File: src/rtl/seg7_pkg.sv
// Shared constants for the multiplexed 7-segment scanner: segment bit
// positions, the hex glyph table and the all-dark pattern.
package seg7_pkg;

    localparam int SEG_A  = 0;
    localparam int SEG_B  = 1;
    localparam int SEG_C  = 2;
    localparam int SEG_D  = 3;
    localparam int SEG_E  = 4;
    localparam int SEG_F  = 5;
    localparam int SEG_G  = 6;
    localparam int SEG_DP = 7;

    localparam logic [7:0] SEG_BLANK = 8'h00;

    // Entry n is the active-high {g,f,e,d,c,b,a} glyph for nibble n.
    localparam logic [15:0][6:0] HEX_SEG = {
        7'h71, 7'h79, 7'h5E, 7'h39, 7'h7C, 7'h77, 7'h6F, 7'h7F,
        7'h07, 7'h7D, 7'h6D, 7'h66, 7'h4F, 7'h5B, 7'h06, 7'h3F
    };

endpackage

File: src/rtl/seg7_hex_decode.sv
// Combinational nibble + decimal point to active-high segment pattern.
// Zero latency; no flow control.
module seg7_hex_decode
    import seg7_pkg::*;
(
    input  logic [3:0] nibble,
    input  logic       dp,
    output logic [7:0] seg
);

    always_comb begin
        seg                = SEG_BLANK;
        seg[SEG_G:SEG_A]   = HEX_SEG[nibble];
        seg[SEG_DP]        = dp;
    end

endmodule

File: src/rtl/seg7_scan.sv
// Multiplexed 7-segment driver with frame-synchronous double buffering,
// leading-zero blanking and PWM dimming; pins are registered (1-cycle latency).
module seg7_scan
    import seg7_pkg::*;
#(
    parameter int NUM_DIGITS     = 8,
    parameter int SCAN_DIV_LOG2  = 17,
    parameter int BRIGHT_BITS    = 4,
    parameter int SEG_ACTIVE_LOW = 1,
    parameter int AN_ACTIVE_LOW  = 1
) (
    input  logic                    clk,
    input  logic                    rst,
    input  logic                    load,
    input  logic [4*NUM_DIGITS-1:0] data,
    input  logic [NUM_DIGITS-1:0]   dp,
    input  logic [NUM_DIGITS-1:0]   digit_en,
    input  logic                    lz_blank,
    input  logic [BRIGHT_BITS-1:0]  brightness,
    output logic [7:0]              seg,
    output logic [NUM_DIGITS-1:0]   an,
    output logic                    frame_tick
);

    localparam int IDX_W = (NUM_DIGITS > 1) ? $clog2(NUM_DIGITS) : 1;
    localparam logic [IDX_W-1:0]         LAST_IDX = IDX_W'(NUM_DIGITS - 1);
    localparam logic [IDX_W-1:0]         IDX_ONE  = 1;
    localparam logic [SCAN_DIV_LOG2-1:0] PS_ONE   = 1;
    localparam logic [7:0]               SEG_OFF  = (SEG_ACTIVE_LOW != 0) ? 8'hFF : 8'h00;
    localparam logic [NUM_DIGITS-1:0]    AN_OFF   = (AN_ACTIVE_LOW != 0) ? '1 : '0;

    logic [SCAN_DIV_LOG2-1:0] prescaler;
    logic [IDX_W-1:0]         idx;

    logic [4*NUM_DIGITS-1:0]  pend_data, act_data;
    logic [NUM_DIGITS-1:0]    pend_dp, act_dp;
    logic [NUM_DIGITS-1:0]    pend_en, act_en;
    logic                     pend_lz, act_lz;
    logic                     pend_vld;

    logic                     slot_end;
    logic                     frame_end;

    assign slot_end  = &prescaler;
    assign frame_end = slot_end && (idx == LAST_IDX);

    always_ff @(posedge clk) begin
        if (rst) begin
            prescaler  <= '0;
            idx        <= '0;
            frame_tick <= 1'b0;
            pend_vld   <= 1'b0;
            pend_data  <= '0;
            pend_dp    <= '0;
            pend_en    <= '1;
            pend_lz    <= 1'b0;
            act_data   <= '0;
            act_dp     <= '0;
            act_en     <= '1;
            act_lz     <= 1'b0;
        end else begin
            prescaler  <= prescaler + PS_ONE;
            frame_tick <= frame_end;
            if (slot_end) begin
                idx <= (idx == LAST_IDX) ? '0 : idx + IDX_ONE;
            end
            // Active set only changes at the frame seam; a load landing on
            // the seam itself goes straight through.
            if (frame_end) begin
                if (load) begin
                    act_data <= data;
                    act_dp   <= dp;
                    act_en   <= digit_en;
                    act_lz   <= lz_blank;
                end else if (pend_vld) begin
                    act_data <= pend_data;
                    act_dp   <= pend_dp;
                    act_en   <= pend_en;
                    act_lz   <= pend_lz;
                end
                pend_vld <= 1'b0;
            end else if (load) begin
                pend_data <= data;
                pend_dp   <= dp;
                pend_en   <= digit_en;
                pend_lz   <= lz_blank;
                pend_vld  <= 1'b1;
            end
        end
    end

    // zero_above[i]: every enabled digit from i upward is a bare zero.
    logic [NUM_DIGITS:0]   zero_above;
    logic [NUM_DIGITS-1:0] visible;
    logic [NUM_DIGITS-1:0] an_hot;
    logic [3:0]            cur_nib;
    logic                  cur_dp;
    logic                  cur_vis;

    always_comb begin
        zero_above             = '0;
        visible                = '0;
        an_hot                 = '0;
        cur_nib                = 4'h0;
        cur_dp                 = 1'b0;
        cur_vis                = 1'b0;
        zero_above[NUM_DIGITS] = 1'b1;
        for (int i = NUM_DIGITS - 1; i >= 0; i--) begin
            zero_above[i] = zero_above[i+1] &&
                            (!act_en[i] || (act_data[4*i +: 4] == 4'h0 && !act_dp[i]));
        end
        for (int i = 0; i < NUM_DIGITS; i++) begin
            visible[i] = act_en[i] && !(act_lz && (i != 0) && zero_above[i]);
            if (idx == IDX_W'(i)) begin
                an_hot[i] = 1'b1;
                cur_nib   = act_data[4*i +: 4];
                cur_dp    = act_dp[i];
                cur_vis   = visible[i];
            end
        end
    end

    logic [7:0] dec_seg;
    logic       lit;

    seg7_hex_decode u_dec (
        .nibble (cur_nib),
        .dp     (cur_dp),
        .seg    (dec_seg)
    );

    assign lit = cur_vis &&
                 (prescaler[SCAN_DIV_LOG2-1 -: BRIGHT_BITS] <= brightness);

    // Unlit cycles drive both buses fully off so nothing ghosts across slots.
    always_ff @(posedge clk) begin
        if (rst) begin
            seg <= SEG_OFF;
            an  <= AN_OFF;
        end else begin
            seg <= (lit ? dec_seg : SEG_BLANK) ^ SEG_OFF;
            an  <= (lit ? an_hot : '0) ^ AN_OFF;
        end
    end

endmodule

File: config.mk
export PLATFORM = sky130hd
export DESIGN_NAME = seg7_scan
export DESIGN_NICKNAME = d
export VERILOG_FILES = /design/src/rtl/seg7_pkg.sv /design/src/rtl/seg7_hex_decode.sv /design/src/rtl/seg7_scan.sv
export SDC_FILE = /design/constraint.sdc
export NUM_CORES = 1
export LEC_CHECK = 0
export CORE_AREA = 2 2 148 150
export CTS_CLUSTER_SIZE = 25
export DETAILED_ROUTE_END_ITERATION = 16
export DIE_AREA = 0 0 150 152
export SYNTH_ARGS = -nofsm -noshare
export SYNTH_HDL_FRONTEND = slang
export SYNTH_HIERARCHICAL = 1
export SYNTH_SLANG_ARGS = --single-unit
File: constraint.sdc
create_clock -name clk -period 5.15 [get_ports clk]
set_input_delay 1.03 -clock clk [delete_from_list [all_inputs] [get_ports clk]]
set_output_delay 1.03 -clock clk [all_outputs]
set_load 0.005 [all_outputs]
==> metrics.txt <==
Most Frequent Cell on Critical Path ha_1; Worst EP required 5.49 ns; top cell family by delay on the critical path compound AO/OA/AOI/OAI gates; clk_lat worst skew 0.42 ns; Hold WC Path Type reg -> reg; die area 22800 um^2; M1 WL 7.802 mm; Post-synth EDFFs 0; Final #Nets 844; clock skew 0.007932 ns; vias per cell 4.805; mapped cell area 6259 um^2; most common cell after layout, fill and taps aside dfxtp_1; Cell Pwr Density 348.5 nW/um^2; commonest cells after routing, fill and taps aside 136 x dfxtp_1, 127 x nand2_1, 78 x nor2_1; initial DRC count 308; max-slew violation count 0; Synth area leader dfxtp_1; largest net degree at the start of global routing 100; Leak 2.944 nW; DR vias 5103; die span in y 152 um; Tmin final 3.817 ns; crit start category register; Cell Rows 54; Worst Path Arrival 4.16 ns; Clock Tree Root clkbuf_16; Initial Util 29.31%; DRC 0; CTS max path bufs 2; CP max stage cell dfxtp_1; post-cts sizing count 0; wire length per cell 14.06 um; hold-fix buffers at CTS 0; GR Util All Layers 13.37%; antenna violations before repair 0; io pins 73; Cell Chain, Critical Path clkinv_1 > ha_1 > o311ai_0 > o21ai_0 > a221oi_1 > inv_1 > ha_1 > mux4_1 > nand4_1; run status finished, final reports clean; top post-synthesis cells by area dfxtp_1 44%, mux2i_1 8.5%, nand2_1 7.6%; setup_tns 0 ns; ys async rst share 0%; final WL 14.93 mm; Die Width 150 um; final period utilization 74.12%; Post-DP HPWL 10.37 mm; Syn. warnings 6; CTS tree yes; design area 7863 um^2; first-pass GRT wire length 24.56 mm; Max Clk Rate 262.0 MHz; wire length on met3 660 um; max incr delay on CP 0.65 ns; vias in the first global route 4749; synthesized instance count 730; Final Hold Vio Count 0; pre-CTS setup slack 1.379 ns; Max Cap Viol 0; router iterations before antenna repair 5; Top FF cell, synth dfxtp_1; CTS clk-pin slew, worst paths 0.06 ns; Synth Net Count 805; Slew headroom 29.33%; grt ovf 0; highest routing layer actually used met4; layout cells sized above 1 6.274%; H-tree levels 4; number of buffers and inverters on the critical path 2; Num CTS Buffers 17; PnR worst setup slack 1.333 ns; Core Box Area 21350 um^2; measured slew at the worst slew-check pin 1.060 ns; total power 2.740 mW; Sink Count 136; Antenna Nets Post-Route 0; Buffers on Ports 72; Avg Synthesized Cell Area 8.573 um^2; top cell type's share of synthesized area 43.50%; setup violators final 0; RSZ-0062 raised after global routing false; DR WL met2 6.255 mm; CP max FO 17; synth unique cells 58; post-synthesis sequential area ratio 43.50%; kind of critical path reg -> reg; synthesized flop and latch total 136; Post-DP Area 7137 um^2; crit end category register; post-CTS setup buffer count 0; GPL Wtd Cong 0.8941; worst vdd ir 0.2187 mV; synthesis-to-layout area growth 25.63%
[report_power, final]
group	switching, mW	total, mW	internal [mW]
Combinational	0.0834	0.166	0.0823
Sequential	0.0115	1.09	1.08
Clock	0.450	1.48	1.03
[worst register-to-register path, stage by stage (launching register included)]
cell,delay [ns]
dfxtp_1,0.65
clkinv_1,0.36
ha_1,0.44
o311ai_0,0.35
o21ai_0,0.14
a221oi_1,0.63
inv_1,0.21
ha_1,0.35
mux4_1,0.52
nand4_1,0.09
[registers in the layout (all words and copies together) (netlist names), 3 cells and up]
name / flops
act_data: 32
pend_data: 32
prescaler: 17
act_dp: 8
act_en: 8
an: 8
pend_dp: 8
pend_en: 8
seg: 8
idx: 3
[kinds of logic after synthesis]
family | synth area share [%]
fa+ha+maj | 3.799
compound gates | 16.63
xor+xnor | 1.959
flops | 43.50
simple gates | 19.83
buf+inv | 4.778
mux | 9.496
[final timing paths]
path                                      to  cells after the start  slack (ns)    startpoint
worst max register to register        seg[3]                      9        1.33        idx[2]
worst min-delay path            prescaler[0]                      1        0.44  prescaler[0]
worst max-delay path                  seg[3]                      9        1.33        idx[2]
worst min register to register  prescaler[0]                      1        0.44  prescaler[0]
[cell usage after synthesis (3+ instances only)]
cell type and count:
nand3b_1 14, xor2_1 11, a21oi_1 62, a211o_1 8, and3_1 3, nor2b_1 4, ha_1 19, nor2_1 79
nand3_1 8, nand4_1 17, clkbuf_1 51, o211ai_1 6, dfxtp_1 136, a211oi_1 43, o21ai_0 11, o221ai_1 3
mux2i_1 53, and4_1 3, and2_1 4, nor3_1 5, or4_1 5, inv_1 15, xnor2_1 3, nand2_1 127
[metrics by stage]
stage,hold slack (ns),instances,util [%]
after floorplan,0.4132,730,-
after global placement,0.4269,1030,33.43
after detailed placement,0.4330,1030,33.43
after CTS,0.4411,1061,36.81
after global routing,0.4685,1061,36.81
final,0.4368,1062,36.83
[metal layers]
layer | global-route usage (%) | vias up
met4 | 4.043 | 0
met1 | 19.68 | 2324
met5 | 0 | -
li1 | - | 2646
met3 | 3.544 | 16
met2 | 18.96 | 117
[final cells by class]
| class | instances | area (um^2) |
|---|---|---|
| fill | 2210 | 13490 |
| multi-input combinational | 520 | 3246 |
| sequential | 136 | 2723 |
| timing repair buffer | 78 | 758.2 |
| clock buffer | 20 | 456.7 |
| tap | 280 | 350.3 |
| clock inverter | 11 | 266.5 |
| inverter | 16 | 60.06 |
| antenna | 1 | 2.502 |
Note: power is estimated with default switching activity, not from simulation.
